--- src/rtl/fp_mant_add_norm.sv ---
`default_nettype none
// ============================================================================
// Module   : fp_mant_add_norm
// Brief    : Sequential mantissa add/subtract and normalise for a 1-3-4 float.
// Revision : 1.0  initial release
// ============================================================================
module fp_mant_add_norm (
    input  logic       clk,
    input  logic       rst_n,
    input  logic       start,
    input  logic [5:0] big_mant,
    input  logic [5:0] small_mant,
    input  logic [2:0] big_exp,
    input  logic       big_sign,
    input  logic       small_sign,
    output logic [7:0] result,
    output logic       busy,
    output logic       done,
    output logic       ovf,
    output logic       uf
);

    typedef enum logic [1:0] {
        S_IDLE = 2'd0,
        S_ADD  = 2'd1,
        S_NORM = 2'd2,
        S_DONE = 2'd3
    } state_t;

    state_t     state_q, state_d;
    logic [5:0] big_q, big_d;
    logic [5:0] small_q, small_d;
    logic       big_sign_q, big_sign_d;
    logic       small_sign_q, small_sign_d;
    logic [5:0] mant_q, mant_d;
    logic [2:0] exp_q, exp_d;
    logic       sign_q, sign_d;
    logic [7:0] result_q, result_d;
    logic       ovf_q, ovf_d;
    logic       uf_q, uf_d;

    logic       eff_sub;
    logic [6:0] sum;

    always_comb begin
        state_d      = state_q;
        big_d        = big_q;
        small_d      = small_q;
        big_sign_d   = big_sign_q;
        small_sign_d = small_sign_q;
        mant_d       = mant_q;
        exp_d        = exp_q;
        sign_d       = sign_q;
        result_d     = result_q;
        ovf_d        = ovf_q;
        uf_d         = uf_q;

        eff_sub = big_sign_q ^ small_sign_q;
        sum     = eff_sub ? ({1'b0, big_q} - {1'b0, small_q})
                          : ({1'b0, big_q} + {1'b0, small_q});

        case (state_q)
            S_IDLE: begin
                if (start) begin
                    big_d        = big_mant;
                    small_d      = small_mant;
                    big_sign_d   = big_sign;
                    small_sign_d = small_sign;
                    exp_d        = big_exp;
                    ovf_d        = 1'b0;
                    uf_d         = 1'b0;
                    state_d      = S_ADD;
                end
            end
            S_ADD: begin
                // Magnitude never exceeds 62, so negating the low six bits is exact.
                if (sum[6]) begin
                    mant_d = 6'd0 - sum[5:0];
                    sign_d = ~big_sign_q;
                end else begin
                    mant_d = sum[5:0];
                    sign_d = big_sign_q;
                end
                state_d = S_NORM;
            end
            S_NORM: begin
                if (mant_q == 6'd0) begin
                    result_d = 8'h00;
                    state_d  = S_DONE;
                end else if (mant_q[5] && (exp_q == 3'd7)) begin
                    result_d = {sign_q, 3'b111, 4'b1111};
                    ovf_d    = 1'b1;
                    state_d  = S_DONE;
                end else if (mant_q[5]) begin
                    result_d = {sign_q, exp_q + 3'd1, mant_q[4:1]};
                    state_d  = S_DONE;
                end else if (mant_q[4]) begin
                    result_d = {sign_q, exp_q, mant_q[3:0]};
                    state_d  = S_DONE;
                end else if (exp_q == 3'd0) begin
                    result_d = 8'h00;
                    uf_d     = 1'b1;
                    state_d  = S_DONE;
                end else begin
                    mant_d = {mant_q[4:0], 1'b0};
                    exp_d  = exp_q - 3'd1;
                end
            end
            S_DONE: begin
                state_d = S_IDLE;
            end
            default: begin
                state_d = S_IDLE;
            end
        endcase
    end

    always_ff @(posedge clk or negedge rst_n) begin
        if (!rst_n) begin
            state_q      <= S_IDLE;
            big_q        <= 6'd0;
            small_q      <= 6'd0;
            big_sign_q   <= 1'b0;
            small_sign_q <= 1'b0;
            mant_q       <= 6'd0;
            exp_q        <= 3'd0;
            sign_q       <= 1'b0;
            result_q     <= 8'h00;
            ovf_q        <= 1'b0;
            uf_q         <= 1'b0;
        end else begin
            state_q      <= state_d;
            big_q        <= big_d;
            small_q      <= small_d;
            big_sign_q   <= big_sign_d;
            small_sign_q <= small_sign_d;
            mant_q       <= mant_d;
            exp_q        <= exp_d;
            sign_q       <= sign_d;
            result_q     <= result_d;
            ovf_q        <= ovf_d;
            uf_q         <= uf_d;
        end
    end

    assign result = result_q;
    assign ovf    = ovf_q;
    assign uf     = uf_q;
    assign busy   = (state_q != S_IDLE) && (state_q != S_DONE);
    assign done   = (state_q == S_DONE);

endmodule
`default_nettype wire

--- config.mk ---
export PLATFORM = sky130hd
export DESIGN_NAME = fp_mant_add_norm
export DESIGN_NICKNAME = d
export VERILOG_FILES = /design/src/rtl/fp_mant_add_norm.sv
export SDC_FILE = /design/constraint.sdc
export NUM_CORES = 1
export LEC_CHECK = 0
export ABC_CLOCK_PERIOD_IN_PS = 7300
export CORE_MARGIN = 2
export CORE_UTILIZATION = 51
export DETAILED_ROUTE_END_ITERATION = 16
export PLACE_DENSITY_LB_ADDON = 0.1
export SYNTH_ARGS = -nofsm -noshare
export SYNTH_HDL_FRONTEND = slang
export SYNTH_SLANG_ARGS = --single-unit
--- constraint.sdc ---
create_clock -name clk -period 7.3 [get_ports clk]
set_input_delay 1.095 -clock clk [delete_from_list [all_inputs] [get_ports clk]]
set_output_delay 1.095 -clock clk [all_outputs]
set_load 0.1 [all_outputs]
### Word-level counts from Yosys, hierarchy flattened

Cells that the tools add are included.

* register bits after elaboration: 36
* bits of input ports: 20
* output and inout bits: 12

* add/subtract/negate cells: 5
* equal/unequal tests: 14
* multiplexer cells: 38
* bitwise gates (word level): 2
* reductions and logical operators: 18

Operator list (count)
* two-way mux 8 bit: 5
* two-way mux 6 bit: 4
* two-way mux 3 bit: 6
* inequality test 2 bit (second input constant): 9
* AND reduction 7 bit: 2
* two-way mux 2 bit: 6
* one-hot mux 6 bit (2 select lines): 1
* two-way mux 5 bit: 2
* two-way mux 1 bit: 9
* one-hot mux 2 bit (4 select lines): 1
* AND reduction 4 bit: 2
* adder 6 x 6 -> 7 bit: 1
* two-way mux 7 bit: 1
* subtractor 6 x 6 -> 7 bit: 1
* zero test 6 bit: 1
* inequality test 6 bit (second input constant): 1
* one-hot mux 3 bit (2 select lines): 1
* AND reduction 2 bit: 3
* AND reduction 6 bit: 1
* nonzero test 2 bit: 3
* subtractor 1 x 6 -> 6 bit (first input constant): 1
* nonzero test 5 bit: 1
* == test 2 bit (second input constant): 2
* one-hot mux 1 bit (2 select lines): 2
* other kinds (10): 11

### Longest topological paths before layout

* word-level depth: 7
* mapped depth: 12

### Least setup slack after synthesis

Ideal clock, no wire load.

* path kind: register to register
* start point: reg small_sign_q
* end point: reg mant_q[3]
* arrival time: 2778 ps
* setup slack: 4440 ps
* cell stages (with the launch flop): 10
* buffers on the path: 0
* period minus slack after synthesis: 2860 ps
* cell sequence: dfrtp_1 -> xor2_2 -> mux2_2 -> fa_1 -> nand2b_1 -> a211oi_2 -> o21a_2 -> nor2_2 -> or4_1 -> a31oi_1

* longest elaborated chain between the ends: 5

Ends and longest elaborated chain
* start, declared: RTL line 34 `logic small_sign_q, small_sign_d;`
* start signal, assigned: RTL line 136 `small_sign_q <= small_sign_d;`
* bitwise XOR 1 bit (*): RTL line 58 `eff_sub = big_sign_q ^ small_sign_q;`
* two-way mux 7 bit (*): RTL line 59 `sum = eff_sub ? ({1'b0, big_q} - {1'b0, small_q})`
* subtractor 1 x 6 -> 6 bit: RTL line 78 `mant_d = 6'd0 - sum[5:0];`
* two-way mux 6 bit (*): RTL line 77 `if (sum[6]) begin`
* one-hot mux 6 bit (2 select lines) (*): RTL line 62 `case (state_q)`
* end signal, assigned: RTL line 137 `mant_q <= mant_d;`
* end, declared: RTL line 35 `logic [5:0] mant_q, mant_d;`

Mark *: on every way between the ends. The rest lies on a longest branch, timed or not.
A chain may end at the register's enable or synchronous reset.

### Final worst setup path

* start point: reg state_q[0]
* end point: out busy

* longest elaborated chain between the ends: 2
* elaborated cells between the ends (all ways): 3
* those cells by class: eq/ne (1); reduce/logical (2)

Ends and longest elaborated chain
* start, declared: RTL line 30 `state_t state_q, state_d;`
* start signal, assigned: RTL line 132 `state_q <= state_d;`
* inequality test 2 bit or nonzero test 2 bit (tied branches): RTL line 149 `assign busy = (state_q != S_IDLE) && (state_q != S_DONE);`
* logical AND 1 bit (*): RTL line 149
* end, declared: RTL line 17 `output logic busy,`

Marks and branches as above.

==> impl_metrics.toml <==
[sta]
setup_viol = 0
final_hold_viol_count = 0
period_share_pct = 44.9
setup_tns_ns = 0
slew_headroom_pct = 34.0
drv_slew = 0
worst_slew_pin_slew_ns = 0.984
fin_crit_ns = 3.28
fmax_mhz = 305
skew_ns = 0.00487
rsz0062_at_grt = "no"

[run_status]
outcome = "complete, no violations"

[yosys]
synthesis.area_sq_um = 2190
yosysSeqAreaShare_pct = 41.1
synth.avg_cell_area_sq_um = 9.86
async_flop_share_pct = 100
synth_cells = 222
ys_types = 46
syn_nets = 259
ys_warn_count = 0
synth_ff_type = "dfrtp_1"
ys_ff_latch = 36
synth_edf_count = 0

[place]
dp_hpwl_mm = 3.32
port_buffers = 31
place.gp.congestion = 0.871

[final_layout]
nFillCells = 340
insertedDiodeCount = 0
final_layout_size_suffix_gt1_share_pct = 12.5
nets = 293
syn_to_final_growth_pct = 20.7

[setup_path]
crit_fanout = 4
path_delay_family = "buffers and inverters"
rr_worst_depth = 9
cp_slowest_cell = "clkdlybuf4s50_1"
startpoint = "state_q[0]"
required_ns = 6.20
cp.arrival_ns = 2.18
crit_path_end_kind = "primary output"
worstSetupPathType = "flop to primary output"
cp_slowest_stage_delay_ns = 1.12
crit_chain = "inv_1 > ha_1 > clkdlybuf4s50_1"
path_buf_inv = 2
critPathLaunchType = "flop"
r2r_slack_ns = 4.25
worstReg2RegEnd = "mant_q[3]"
timing.rr.start = "big_sign_q"

[clocking]
post_cts_buffers = 0
cts_tree = "done"
cts_max_path_buffers = 2
cts_buffers = 5
htree_levels = 2
cts_root_buffer = "clkbuf_8"
cts.repair.resized = 0
clkLatencyLatePin_ns = 0.29
clkSlewWorstSetupHoldPaths_ns = 0.07
cts_hold_buf = 0
clock_sinks = 36

[floorplanning]
io_pins = 32
start_util_pct = 54.0
die_x_um = 69.5
die-area_sq_um = 4830
die_h_um = 69.5
row_count = 23
coreArea_sq_um = 4060

[grt]
grt-ovfl-total = 0
grt_pass1_wl_mm = 7.50
antenna_found_initial = 0
grt_pass1_vias = 1660
grt.total_usage_pct = 19.8
grt_max_degree = 37

[drt]
totalWireLength_mm = 4.36
route.detailed.drc = 0
wl_per_cell_um = 14.2
dr.pass1.iters = 4
vias = 1705
vias_per_cell = 5.55
drtIter0Drc = 106
final_antenna_net_count = 0

[worst_hold_path]
hold_start = "result[5]"
hold_class = "flop to flop"
hold_path_depth = 1
min_to = "result[5]"

[run]
max-cap-violations = 0
-- synthesized netlist by cell type (2+ instances only) --
cell type | instances | share of area, %
nor3_1 | 4 | 0.91
mux2_2 | 16 | 8.2
a21o_1 | 4 | 1.4
nand2b_1 | 7 | 2.0
a21oi_1 | 19 | 4.3
ha_1 | 16 | 9.1
clkbuf_1 | 5 | 0.86
xor2_1 | 4 | 1.6
nor2_1 | 23 | 3.9
dfrtp_1 | 36 | 41
o21ai_0 | 6 | 1.4
nand2_1 | 14 | 2.4
nor2b_1 | 2 | 0.57
xnor2_1 | 6 | 2.4
o21a_1 | 2 | 0.69
a31oi_1 | 4 | 1.1
o31ai_1 | 4 | 1.4
nand3_1 | 6 | 1.4
o22ai_1 | 3 | 0.86
a211oi_1 | 2 | 0.69
inv_1 | 13 | 2.2
o211ai_1 | 2 | 0.69
-- layout make-up --
cell class	count	area [sq um]	area share [%]
Clock buffer	6	82.6	3.12
Clock inverter	2	10.0	0.379
Inverter	13	48.8	1.85
Multi-Input combinational cell	168	1220	46.2
Sequential cell	36	901	34.1
Tap cell	50	62.6	2.37
Timing Repair Buffer	32	318	12.0
-- worst register-to-register path: cells and delay by family (launching register included) --
family	cells	cell delay, ns
AO/OA/AOI/OAI	3	0.64
XOR/XNOR	1	0.30
adder cells (fa/ha/maj)	1	0.43
flip-flops	1	0.42
multiplexers	1	0.40
AND/OR/NAND/NOR	3	0.78
-- worst max path at each step --
| stage | to | slack [ns] | depth (start not counted) |
|---|---|---|---|
| floorplan | mant_q[3] | 4.44 | 9 |
| global placement | mant_q[3] | 4.33 | 9 |
| detailed placement | mant_q[3] | 4.27 | 9 |
| CTS | busy | 4.00 | 3 |
| global route | busy | 3.94 | 3 |
| finish | busy | 4.02 | 3 |
-- layout by cell type, fill, tap and decap left out, types with 6 or more instances in the layout --
| master | count |
|---|---|
| dfrtp_1 | 36 |
| clkdlybuf4s50_1 | 31 |
| nor2_1 | 23 |
| a21oi_1 | 19 |
| mux2_2 | 16 |
| ha_1 | 16 |
| nand2_1 | 14 |
| inv_1 | 13 |
| nand2b_1 | 7 |
| xnor2_1 | 6 |
| nand3_1 | 6 |
| o21ai_0 | 6 |
| clkbuf_8 | 6 |
-- sequential cells by signal, summed over array words and instances (netlist names) --
| signal | cells |
|---|---|
| uf | 1 |
| result | 8 |
| ovf | 1 |
| mant_q | 6 |
| small_sign_q | 1 |
| big_q | 6 |
| exp_q | 3 |
| sign_q | 1 |
| small_q | 6 |
| state_q | 2 |
| big_sign_q | 1 |
-- cell families after synthesis --
kind of cell / after synthesis / share of synthesized area [%]
adder cells (fa/ha/maj): 17 / 10.1
multiplexers: 17 / 8.69
buffers and inverters: 18 / 3.09
AND/OR/NAND/NOR: 65 / 14.7
AO/OA/AOI/OAI: 58 / 17.5
XOR/XNOR: 11 / 4.74
flip-flops: 36 / 41.1
-- metrics by stage --
step / util, % / area, sq um / hold WS (ns) / std cells / setup slack [ns]
6_report: 65.2 / 2640 / 0.478 / 307 / 4.02
5_1_grt: 65.2 / 2640 / 0.498 / 307 / 3.94
4_1_cts: 65.2 / 2640 / 0.482 / 307 / 4.00
3_5_place_dp: 62.9 / 2550 / 0.466 / 299 / 4.27
3_3_place_gp: 62.9 / 2550 / 0.461 / 299 / 4.33
2_1_floorplan: - / 2190 / 0.479 / 222 / 4.44
-- layer usage --
metal | routed length [um] | track usage [%] | vias to the layer above
met5 | 0 | 0 | -
met3 | 138 | 3.49 | 10
met2 | 2120 | 33.3 | 34
li1 | - | - | 857
met4 | 116 | 10.7 | 0
met1 | 1990 | 23.9 | 804
Power is not shown: default switching activity piles up to over one toggle a cycle in this logic, so the estimate is an artifact.
